--- src/rtl/hazard_pkg.sv ---
// Shared definitions for the hazard stall/flush controller: FSM encoding,
// register-file constants, hazard flag bundle and the register match helper.
package hazard_pkg;

    localparam int unsigned REG_AW = 5;
    localparam int unsigned ST_W   = 2;
    localparam int unsigned REM_W  = 2;

    localparam logic [ST_W-1:0] ST_RUN      = 2'd0;
    localparam logic [ST_W-1:0] ST_STALL    = 2'd1;
    localparam logic [ST_W-1:0] ST_MEM_WAIT = 2'd2;

    localparam logic [REG_AW-1:0] REG_ZERO = 5'd0;

    // One flag per stall-producing hazard class
    typedef struct packed {
        logic lu;   // load-use
        logic ba;   // branch after ALU producer
        logic bl;   // branch after load in EX
        logic bm;   // branch after load in MEM
    } hazard_t;

    // A producer matches a source only if it writes a real register
    function automatic logic reg_match(input logic [REG_AW-1:0] src,
                                       input logic [REG_AW-1:0] dst);
        return (dst != REG_ZERO) && (src == dst);
    endfunction

endpackage

--- src/rtl/hazard_detect.sv ---
// Pure combinational hazard classifier for the instruction sitting in ID.
// Ports:
//   rs_addr_i, rt_addr_i   source registers of the ID instruction
//   uses_rt_i, branch_i    ID instruction reads RT / is a branch resolved in ID
//   id_ex_rd_i, id_ex_reg_write_i, id_ex_mem_read_i   producer in EX
//   ex_mem_rd_i, ex_mem_mem_read_i                     producer in MEM
//   hz_o                   LU/BA/BL/BM hazard flags
module hazard_detect
    import hazard_pkg::*;
(
    input  logic [REG_AW-1:0] rs_addr_i,
    input  logic [REG_AW-1:0] rt_addr_i,
    input  logic              uses_rt_i,
    input  logic              branch_i,
    input  logic [REG_AW-1:0] id_ex_rd_i,
    input  logic              id_ex_reg_write_i,
    input  logic              id_ex_mem_read_i,
    input  logic [REG_AW-1:0] ex_mem_rd_i,
    input  logic              ex_mem_mem_read_i,
    output hazard_t           hz_o
);

    logic ex_rs_match;
    logic ex_rt_match;
    logic mem_any_match;

    always_comb begin
        ex_rs_match   = reg_match(rs_addr_i, id_ex_rd_i);
        ex_rt_match   = reg_match(rt_addr_i, id_ex_rd_i);
        mem_any_match = reg_match(rs_addr_i, ex_mem_rd_i) |
                        reg_match(rt_addr_i, ex_mem_rd_i);
    end

    // Branches compare both operands in ID, so RT always counts for them
    always_comb begin
        hz_o    = '0;
        hz_o.lu = id_ex_mem_read_i & (ex_rs_match | (uses_rt_i & ex_rt_match));
        hz_o.ba = branch_i & id_ex_reg_write_i & ~id_ex_mem_read_i &
                  (ex_rs_match | ex_rt_match);
        hz_o.bl = branch_i & id_ex_mem_read_i & (ex_rs_match | ex_rt_match);
        hz_o.bm = branch_i & ex_mem_mem_read_i & mem_any_match;
    end

endmodule

--- src/rtl/hazard_stall_unit.sv ---
// Stall/flush controller for the 5-stage pipeline. Covers the hazards that
// forwarding cannot resolve (load-use, branch operands in flight, data-memory
// wait states), counts stalled cycles and flags memory timeouts.
// Ports:
//   clk, rst_n                        clock, async active-low reset
//   RS_ADDR, RT_ADDR, ID_UsesRT       ID instruction sources
//   ID_Branch, ID_Jump, BranchTaken   ID control-flow info
//   ID_EX_RD/RegWrite/MemRead         EX-stage producer
//   EX_MEM_RD/MemRead                 MEM-stage producer
//   MemReq, MemReady                  data-memory handshake
//   PC_Write, IF_ID_Write, IF_ID_Flush, ID_EX_Flush, Pipe_Freeze
//                                     combinational pipeline controls
//   StallCount                        saturating stalled/frozen cycle count
//   MemError                          sticky memory timeout flag
module hazard_stall_unit
    import hazard_pkg::*;
#(
    parameter int unsigned MEM_TIMEOUT = 64,
    parameter int unsigned CNT_W       = 16
) (
    input  logic              clk,
    input  logic              rst_n,
    input  logic [4:0]        RS_ADDR,
    input  logic [4:0]        RT_ADDR,
    input  logic              ID_UsesRT,
    input  logic              ID_Branch,
    input  logic              ID_Jump,
    input  logic              BranchTaken,
    input  logic [4:0]        ID_EX_RD,
    input  logic              ID_EX_RegWrite,
    input  logic              ID_EX_MemRead,
    input  logic [4:0]        EX_MEM_RD,
    input  logic              EX_MEM_MemRead,
    input  logic              MemReq,
    input  logic              MemReady,
    output logic              PC_Write,
    output logic              IF_ID_Write,
    output logic              IF_ID_Flush,
    output logic              ID_EX_Flush,
    output logic              Pipe_Freeze,
    output logic [CNT_W-1:0]  StallCount,
    output logic              MemError
);

    localparam int unsigned WAIT_W = $clog2(MEM_TIMEOUT + 1);

    hazard_t hz;

    logic [ST_W-1:0]   state_q, state_d;
    logic [REM_W-1:0]  rem_q, rem_d;
    logic [WAIT_W-1:0] wait_cnt_q, wait_cnt_d;
    logic [CNT_W-1:0]  stall_cnt_q, stall_cnt_d;
    logic              mem_error_q, mem_error_d;

    logic mw;
    logic any_hz;
    logic pc_write_c;
    logic if_id_write_c;
    logic if_id_flush_c;
    logic id_ex_flush_c;
    logic freeze_c;

    hazard_detect u_detect (
        .rs_addr_i         (RS_ADDR),
        .rt_addr_i         (RT_ADDR),
        .uses_rt_i         (ID_UsesRT),
        .branch_i          (ID_Branch),
        .id_ex_rd_i        (ID_EX_RD),
        .id_ex_reg_write_i (ID_EX_RegWrite),
        .id_ex_mem_read_i  (ID_EX_MemRead),
        .ex_mem_rd_i       (EX_MEM_RD),
        .ex_mem_mem_read_i (EX_MEM_MemRead),
        .hz_o              (hz)
    );

    always_comb begin
        mw     = MemReq & ~MemReady;
        any_hz = hz.lu | hz.ba | hz.bl | hz.bm;
    end

    // Next-state and control outputs; controls land in the detection cycle
    always_comb begin
        state_d       = state_q;
        rem_d         = rem_q;
        pc_write_c    = 1'b1;
        if_id_write_c = 1'b1;
        if_id_flush_c = 1'b0;
        id_ex_flush_c = 1'b0;
        freeze_c      = 1'b0;

        case (state_q)
            ST_RUN: begin
                if (mw) begin
                    pc_write_c    = 1'b0;
                    if_id_write_c = 1'b0;
                    freeze_c      = 1'b1;
                    state_d       = ST_MEM_WAIT;
                end else if (any_hz) begin
                    pc_write_c    = 1'b0;
                    if_id_write_c = 1'b0;
                    id_ex_flush_c = 1'b1;
                    if (hz.bl) begin
                        rem_d   = 2'd1;
                        state_d = ST_STALL;
                    end
                end else begin
                    if_id_flush_c = (ID_Branch & BranchTaken) | ID_Jump;
                end
            end

            ST_STALL: begin
                pc_write_c    = 1'b0;
                if_id_write_c = 1'b0;
                if (mw) begin
                    // rem is held so the leftover stall resumes after the wait
                    freeze_c = 1'b1;
                    state_d  = ST_MEM_WAIT;
                end else begin
                    id_ex_flush_c = 1'b1;
                    rem_d         = rem_q - 2'd1;
                    if (rem_d == 2'd0) begin
                        state_d = ST_RUN;
                    end
                end
            end

            ST_MEM_WAIT: begin
                if (mw) begin
                    pc_write_c    = 1'b0;
                    if_id_write_c = 1'b0;
                    freeze_c      = 1'b1;
                end else begin
                    // Completion cycle lets the pipeline advance; any
                    // outstanding stall is served from STALL next cycle
                    state_d = (rem_q != 2'd0) ? ST_STALL : ST_RUN;
                end
            end

            default: begin
                state_d = ST_RUN;
                rem_d   = 2'd0;
            end
        endcase

        // Controls sit at their idle values for the whole reset assertion
        if (!rst_n) begin
            pc_write_c    = 1'b1;
            if_id_write_c = 1'b1;
            if_id_flush_c = 1'b0;
            id_ex_flush_c = 1'b0;
            freeze_c      = 1'b0;
        end
    end

    // Wait-cycle counter, timeout flag and saturating stall counter
    always_comb begin
        wait_cnt_d  = '0;
        mem_error_d = mem_error_q;
        stall_cnt_d = stall_cnt_q;

        if (freeze_c) begin
            wait_cnt_d = (wait_cnt_q == WAIT_W'(MEM_TIMEOUT)) ? wait_cnt_q
                                                              : wait_cnt_q + WAIT_W'(1);
            if (wait_cnt_q >= WAIT_W'(MEM_TIMEOUT - 1)) begin
                mem_error_d = 1'b1;
            end
        end

        if (!pc_write_c && (stall_cnt_q != {CNT_W{1'b1}})) begin
            stall_cnt_d = stall_cnt_q + CNT_W'(1);
        end
    end

    always_ff @(posedge clk or negedge rst_n) begin
        if (!rst_n) begin
            state_q     <= ST_RUN;
            rem_q       <= '0;
            wait_cnt_q  <= '0;
            stall_cnt_q <= '0;
            mem_error_q <= 1'b0;
        end else begin
            state_q     <= state_d;
            rem_q       <= rem_d;
            wait_cnt_q  <= wait_cnt_d;
            stall_cnt_q <= stall_cnt_d;
            mem_error_q <= mem_error_d;
        end
    end

    assign PC_Write    = pc_write_c;
    assign IF_ID_Write = if_id_write_c;
    assign IF_ID_Flush = if_id_flush_c;
    assign ID_EX_Flush = id_ex_flush_c;
    assign Pipe_Freeze = freeze_c;
    assign StallCount  = stall_cnt_q;
    assign MemError    = mem_error_q;

endmodule

--- config.mk ---
export PLATFORM = sky130hd
export DESIGN_NAME = hazard_stall_unit
export DESIGN_NICKNAME = d
export VERILOG_FILES = /design/src/rtl/hazard_pkg.sv /design/src/rtl/hazard_detect.sv /design/src/rtl/hazard_stall_unit.sv
export SDC_FILE = /design/constraint.sdc
export NUM_CORES = 1
export LEC_CHECK = 0
export BUFFER_PORTS_ARGS = -buffer_cell sky130_fd_sc_hd__buf_4
export CAP_MARGIN = 30
export CORE_MARGIN = 2
export CORE_UTILIZATION = 56
export CTS_CLUSTER_DIAMETER = 150
export DETAILED_ROUTE_END_ITERATION = 10
export HOLD_SLACK_MARGIN = 0.06
export PLACE_DENSITY = 0.9
export REMOVE_ABC_BUFFERS = 1
export SLEW_MARGIN = 20
export SYNTH_ARGS = -nofsm -noshare
export SYNTH_HDL_FRONTEND = slang
export SYNTH_SLANG_ARGS = --single-unit
--- constraint.sdc ---
create_clock -name clk -period 3.6 [get_ports clk]
set_clock_uncertainty 0.2 [all_clocks]
set_input_delay 0.54 -clock clk [delete_from_list [all_inputs] [get_ports clk]]
set_output_delay 0.54 -clock clk [all_outputs]
set_load 0.1 [all_outputs]
==> results of run 1 <==
worst register-to-register path: stages (launching register included):
cell and delay (ns):
sky130_fd_sc_hd__dfrtp_1 0.50, sky130_fd_sc_hd__and3_4 0.26, sky130_fd_sc_hd__and4_4 0.23, sky130_fd_sc_hd__and2_4 0.18
sky130_fd_sc_hd__nand4_4 0.11, sky130_fd_sc_hd__o21a_4 0.30, sky130_fd_sc_hd__and2_4 0.20, sky130_fd_sc_hd__mux2_4 0.29
final timing paths:
path	startpoint	end	slack (ns)	cells past startpoint
worst max-delay path	rst_n	IF_ID_Write	0.40	6
worst min-delay path	StallCount[9]	StallCount[9]	0.30	1
worst max register to register	StallCount[3]	StallCount[1]	1.25	7
worst min register to register	StallCount[9]	StallCount[9]	0.30	1
max in group asynchronous	rst_n	state_q[0]	2.47	2
min in group asynchronous	rst_n	MemError	0.45	2
cell usage after synthesis (2+ instances only):
| library cell | number |
|---|---|
| sky130_fd_sc_hd__dfrtp_1 | 28 |
| sky130_fd_sc_hd__xnor2_1 | 28 |
| sky130_fd_sc_hd__xor2_1 | 13 |
| sky130_fd_sc_hd__nor2_1 | 11 |
| sky130_fd_sc_hd__nand2_1 | 9 |
| sky130_fd_sc_hd__nand3_1 | 9 |
| sky130_fd_sc_hd__inv_1 | 8 |
| sky130_fd_sc_hd__a21oi_1 | 6 |
| sky130_fd_sc_hd__ha_1 | 5 |
| sky130_fd_sc_hd__nand3_2 | 5 |
| sky130_fd_sc_hd__and3_1 | 4 |
| sky130_fd_sc_hd__nand4_2 | 4 |
| sky130_fd_sc_hd__nor3_1 | 4 |
| sky130_fd_sc_hd__and2_1 | 3 |
| sky130_fd_sc_hd__and3_2 | 3 |
| sky130_fd_sc_hd__nand4_1 | 3 |
| sky130_fd_sc_hd__o21ai_0 | 3 |
| sky130_fd_sc_hd__o22ai_1 | 3 |
| sky130_fd_sc_hd__a31oi_1 | 2 |
| sky130_fd_sc_hd__and2_4 | 2 |
| sky130_fd_sc_hd__clkbuf_1 | 2 |
| sky130_fd_sc_hd__nand4_4 | 2 |
| sky130_fd_sc_hd__nor2b_1 | 2 |
power breakdown:
| part | total [W] | internal [W] | leakage [nW] | switching, W |
|---|---|---|---|---|
| registers | 0.000412 | 0.000356 | 0.377 | 0.0000561 |
| logic | 0.000562 | 0.000165 | 0.693 | 0.000396 |
| clock network | 0.000156 | 0.0000621 | 0.0210 | 0.0000941 |
cells by family (layout without fill, tap and decap cells):
| kind of cell | after synthesis | count (layout) | share of synthesized area |
|---|---|---|---|
| AO/OA/AOI/OAI | 21 | 21 | 0.08583 |
| XOR/XNOR | 41 | 41 | 0.1910 |
| adder cells (fa/ha/maj) | 5 | 5 | 0.03327 |
| buffers and inverters | 14 | 66 | 0.04325 |
| flip-flops | 28 | 28 | 0.3726 |
| multiplexers | 1 | 1 | 0.007982 |
| AND/OR/NAND/NOR | 73 | 73 | 0.2661 |
per-layer routing:
layer | vias up | share of wire
met5 | - | 0
met4 | 0 | 0.013
met3 | 5 | 0.044
met2 | 45 | 0.52
met1 | 722 | 0.42
li1 | 738 | -
stage by stage:
step	area, µm²	instances	hold WS (ns)
2_1_floorplan	1829	177	0.04441
3_3_place_gp	2285	276	0.2640
3_5_place_dp	2285	276	0.2843
4_1_cts	2331	281	0.3096
5_1_grt	2331	281	0.3221
6_report	2331	281	0.3022
area by class of cell:
cell class / instances / area (µm²)
multi-input combinational: 141 / 1099
fill: 248 / 953.4
sequential: 28 / 700.7
timing repair buffer: 54 / 407.9
tap: 46 / 57.56
clock buffer: 4 / 36.28
inverter: 8 / 30.03
timing repair:
action                     CTS  global route
hold endpoints to repair    28             0
setup endpoints to repair    0             0
hold buffers                 1             0
flip-flops by register name, summed over array words and instances (netlist names):
name        flops
StallCount     16
wait_cnt_q      7
rem_q           2
state_q         2
MemError        1
==> impl_metrics.env, run 1 <==
export IMPL_status="finished, final reports clean"
export IMPL_clockBufferDepth=2
export IMPL_synthToLayoutAreaGrowth_pct=23.95
export IMPL_placeableCoreArea_um2=3284
export IMPL_design_die_area_um2=3838
export IMPL_global_route_usage_met3=0.03313
export IMPL_period_needed_ns=3.201
export IMPL_sequential_cell_area_fraction_in_the_yosys_report=0.3726
export IMPL_h_tree_depth=1
export IMPL_grt_start_max_net_pins=33
export IMPL_global_route_usage_met2=0.3854
export IMPL_unrepaired_setup_endpoints_after_global_routing="false"
export IMPL_max_freq_ghz=0.3124
export IMPL_cts_resized=0
export IMPL_synth_area_leader_cell="sky130_fd_sc_hd__dfrtp_1"
export IMPL_worst_setup_hold_path_clk_slew_ns=0.15
export IMPL_worst_slack_ns=0.3991
export IMPL_clk_latency_ns=0.34
export IMPL_wire_per_inst_um=13.83
export IMPL_hp_class="flop to flop"
export IMPL_gp_congestion=0.8435
export IMPL_synth_top_cells_by_area="sky130_fd_sc_hd__dfrtp_1, sky130_fd_sc_hd__xnor2_1, sky130_fd_sc_hd__xor2_1"
export IMPL_worstPathCellList="dlygate4sd3_1, buf_4, nand2_1, inv_1, a31oi_1, buf_4"
export IMPL_number_of_hold_violations_in_the_final_report=0
export IMPL_crit_top_cell="sky130_fd_sc_hd__buf_4"
export IMPL_tritoncts_num_buffers=3
export IMPL_met1_usage_grt=0.2664
export IMPL_final_setup_tns_ns=0
export IMPL_post_synth_instance_area_um2=1881
export IMPL_drt_vias_per_instance=5.374
export IMPL_yosys_warnings=0
export IMPL_worst_ep_arrival_time_ns=2.46
export IMPL_critical_path_peak_fanout=32
export IMPL_cp_required_ns=2.86
export IMPL_worst_path_max_delay_cell="sky130_fd_sc_hd__dlygate4sd3_1"
export IMPL_detailroute_via_count=1510
export IMPL_overflow=0
export IMPL_synth_top_flop_cell="sky130_fd_sc_hd__dfrtp_1"
export IMPL_final_core_utilization=0.7097
export IMPL_total_iterations_of_the_first_detailed_routing_run=4
export IMPL_critical_path_startpoint_type="input pin"
export IMPL_synthArstFlopShare=1.000
export IMPL_power_density_nw_per_um2=484.7
export IMPL_fp_dieH_um=61.95
export IMPL_place_hpwl_um=3121
export IMPL_totalWireLength_um=3885
export IMPL_diodes=0
export IMPL_clock_root_buffer="sky130_fd_sc_hd__clkbuf_4"
export IMPL_final_net_count=272
export IMPL_worstSetupPathType="input pin to primary output"
export IMPL_final_max_slew_violation_count=0
export IMPL_synth_enable_flop_cells=0
export IMPL_ant_nets=0
export IMPL_cts_tree="built"
export IMPL_synth_avg_cell_area_um2=10.28
export IMPL_synth_cell_types=47
export IMPL_syn_inst=183
export IMPL_post_route_period_util=0.8891
export IMPL_irDropWorstVdd_mv=0.8126
export IMPL_critPathCaptureType="primary output"
export IMPL_critical_path_buf_inv_count=4
export IMPL_num_io_pins=53
export IMPL_worst_slew_pin_slew_ns=0.4708
export IMPL_finalSetupViolCount=0
export IMPL_pre_cts_slack_ns=0.6247
export IMPL_grt_util_all_layers=0.2158
export IMPL_crit_family="buffers and inverters"
export IMPL_clkSinkCount=28
export IMPL_layout_drive_gt1_share=0.3532
export IMPL_ys_seq_elements=28
export IMPL_synth_largest_type_area_fraction=0.3726
export IMPL_top_usage_layer="met2"
export IMPL_power_leakage_nw=1.091
export IMPL_initial_drc_count=51
export IMPL_std_cell_rows=21
export IMPL_route_detailed_drc=0
export IMPL_initial_antenna_violation_count=0
export IMPL_placement_io_buffers=52
export IMPL_grt_first_pass_wirelength_um=6182
export IMPL_power_w=0.001130
export IMPL_via_count_of_the_first_global_routing_pass=1400
export IMPL_mostFrequentLayoutCell="sky130_fd_sc_hd__buf_4"
export IMPL_max_stage_delay_ns=0.53
export IMPL_most_common_layout_cells="sky130_fd_sc_hd__buf_4, sky130_fd_sc_hd__dfrtp_1, sky130_fd_sc_hd__xnor2_1, sky130_fd_sc_hd__xor2_1, sky130_fd_sc_hd__nor2_1"
export IMPL_post_cts_setup_buffers=0
export IMPL_maxCapViolations=0
export IMPL_die_wd_um=61.95
export IMPL_initial_util=0.5726
export IMPL_timing_max_slew_rel_slack=0.6833
No activity file was read; power rests on OpenSTA's default activity.
==> inputs of run 2 (changes only) <==
--- a/config.mk
+++ b/config.mk
@@ -7,12 +7,14 @@
 export LEC_CHECK = 0
 export BUFFER_PORTS_ARGS = -buffer_cell sky130_fd_sc_hd__buf_4
 export CAP_MARGIN = 30
+export CELL_PAD_IN_SITES_DETAIL_PLACEMENT = 1
+export CELL_PAD_IN_SITES_GLOBAL_PLACEMENT = 1
 export CORE_MARGIN = 2
-export CORE_UTILIZATION = 56
+export CORE_UTILIZATION = 43
 export CTS_CLUSTER_DIAMETER = 150
 export DETAILED_ROUTE_END_ITERATION = 10
 export HOLD_SLACK_MARGIN = 0.06
-export PLACE_DENSITY = 0.9
+export PLACE_DENSITY = 0.91
 export REMOVE_ABC_BUFFERS = 1
 export SLEW_MARGIN = 20
 export SYNTH_ARGS = -nofsm -noshare
==> impl_metrics.env, run 2 (synthesis gave the netlist of run 1 again) <==
export IMPL_critical_path_peak_fanout=32
export IMPL_die_wd_um=70.13
export IMPL_final_setup_tns_ns=0
export IMPL_cts_tree="built"
export IMPL_status="finished, final reports clean"
export IMPL_initial_drc_count=70
export IMPL_cts_hold_buffers_added=1
export IMPL_worst_ep_arrival_time_ns=2.50
export IMPL_total_iterations_of_the_first_detailed_routing_run=4
export IMPL_crit_top_cell="sky130_fd_sc_hd__buf_4"
export IMPL_timing_hold_ws_ns=0.3074
export IMPL_finalSetupViolCount=0
export IMPL_drt_vias_per_instance=5.427
export IMPL_h_tree_depth=1
export IMPL_tritoncts_num_buffers=3
export IMPL_totalWireLength_um=4678
export IMPL_design_die_area_um2=4918
export IMPL_place_hpwl_um=3763
export IMPL_clk_latency_ns=0.27
export IMPL_num_io_pins=53
export IMPL_crit_family="buffers and inverters"
export IMPL_clock_root_buffer="sky130_fd_sc_hd__clkbuf_8"
export IMPL_placement_cell_area_um2=2292
export IMPL_pre_cts_slack_ns=0.5490
export IMPL_diodes=0
export IMPL_route_detailed_drc=0
export IMPL_unrepaired_setup_endpoints_after_global_routing="false"
export IMPL_largest_reg_flops=16
export IMPL_power_density_nw_per_um2=494.0
export IMPL_fp_dieH_um=70.13
export IMPL_overflow=0
export IMPL_placement_io_buffers=52
export IMPL_irDropWorstVdd_mv=0.5800
export IMPL_worstPathCellList="dlygate4sd3_1, buf_4, nand2_1, inv_1, a31oi_1, buf_4"
export IMPL_cts_resized=0
export IMPL_most_common_layout_cells="sky130_fd_sc_hd__buf_4, sky130_fd_sc_hd__dfrtp_1, sky130_fd_sc_hd__xnor2_1, sky130_fd_sc_hd__xor2_1, sky130_fd_sc_hd__nor2_1"
export IMPL_final_max_slew_violation_count=0
export IMPL_clockBufferDepth=2
export IMPL_timing_max_slew_rel_slack=0.6558
export IMPL_post_cts_setup_buffers=0
export IMPL_max_freq_ghz=0.3091
export IMPL_wire_per_inst_um=16.36
export IMPL_via_count_of_the_first_global_routing_pass=1662
export IMPL_finalInstanceArea_um2=2344
export IMPL_placeableCoreArea_um2=4294
export IMPL_grt_first_pass_wirelength_um=7900
export IMPL_clkSinkCount=28
export IMPL_number_of_hold_violations_in_the_final_report=0
export IMPL_critical_path_buf_inv_count=4
export IMPL_ant_nets=0
export IMPL_initial_antenna_violation_count=0
export IMPL_max_stage_delay_ns=0.53
export IMPL_power_leakage_nw=1.092
export IMPL_critPathCaptureType="primary output"
export IMPL_period_needed_ns=3.235
export IMPL_hp_class="flop to flop"
export IMPL_final_net_count=272
export IMPL_area_of_the_multi_input_gates_um2=1099
export IMPL_post_route_period_util=0.8987
export IMPL_worst_slack_ns=0.3647
export IMPL_final_core_utilization=0.5457
export IMPL_detailroute_via_count=1552
export IMPL_worstSetupPathType="input pin to primary output"
export IMPL_layout_drive_gt1_share=0.3504
export IMPL_seqCellArea_um2=700.7
export IMPL_cp_required_ns=2.86
export IMPL_worst_path_max_delay_cell="sky130_fd_sc_hd__dlygate4sd3_1"
export IMPL_mostFrequentLayoutCell="sky130_fd_sc_hd__buf_4"
export IMPL_worst_slew_pin_slew_ns=0.5132
export IMPL_initial_util=0.4379
export IMPL_std_cell_rows=24
export IMPL_synthToLayoutAreaGrowth_pct=24.62
export IMPL_fillCellCount=495
export IMPL_grt_start_max_net_pins=33
export IMPL_gp_congestion=0.7824
export IMPL_maxCapViolations=0
export IMPL_grt_util_all_layers=0.1992
export IMPL_critical_path_startpoint_type="input pin"
export IMPL_worst_setup_hold_path_clk_slew_ns=0.09
-- run 2: changes by cell type in the layout (fill, tap and decap cells not counted) --
| cell | change |
|---|---|
| sky130_fd_sc_hd__clkbuf_4 | -3 |
| sky130_fd_sc_hd__clkbuf_8 | +2 |
-- run 2: power by group --
group          total [W]  internal [W]  switching (W)
sequential      0.000415      0.000356      0.0000588
combinational   0.000570      0.000166       0.000404
clock           0.000173     0.0000753      0.0000974
total            0.00116      0.000597       0.000561
-- run 2: stage by stage --
| step | cells | power [W] |
|---|---|---|
| 6_report | 286 | 0.001158 |
| 3_5_place_dp | 282 | 0.0009928 |
| 3_3_place_gp | 282 | 0.0009742 |
| 4_1_cts | 286 | 0.001163 |
| 2_1_floorplan | 177 | 0.0008312 |
| 5_1_grt | 286 | 0.001212 |
-- run 2: routing by layer --
| layer | track usage | part of all wire | vias to the layer above |
|---|---|---|---|
| met5 | 0 | 0 | - |
| met4 | 0.04487 | 0.0083 | 0 |
| met3 | 0.02742 | 0.046 | 4 |
| met2 | 0.3651 | 0.53 | 42 |
| met1 | 0.2473 | 0.42 | 773 |
| li1 | - | - | 733 |
-- run 2: worst paths after layout --
| check | slack (ns) | depth (start not counted) | start | endpoint |
|---|---|---|---|---|
| worst max-delay path | 0.36 | 6 | rst_n | PC_Write |
| worst min-delay path | 0.31 | 1 | rem_q[1] | rem_q[1] |
| worst max register to register | 1.27 | 7 | StallCount[3] | StallCount[1] |
| worst min register to register | 0.31 | 1 | rem_q[1] | rem_q[1] |
| max in group asynchronous | 2.38 | 2 | rst_n | wait_cnt_q[2] |
| min in group asynchronous | 0.53 | 2 | rst_n | StallCount[9] |
-- run 2: layout make-up --
cell class                 count  area share
tap                           52     0.02776
multi-input combinational    141      0.4688
sequential                    28      0.2990
inverter                       8     0.01281
clock buffer                   3     0.01762
timing repair buffer          54      0.1741
-- run 2: worst reg2reg max path: cells and delay by family, from the launching register on --
family          cells  cell delay (ns)
compound gates      1             0.30
flops               1             0.48
mux                 1             0.29
simple gates        5             0.96
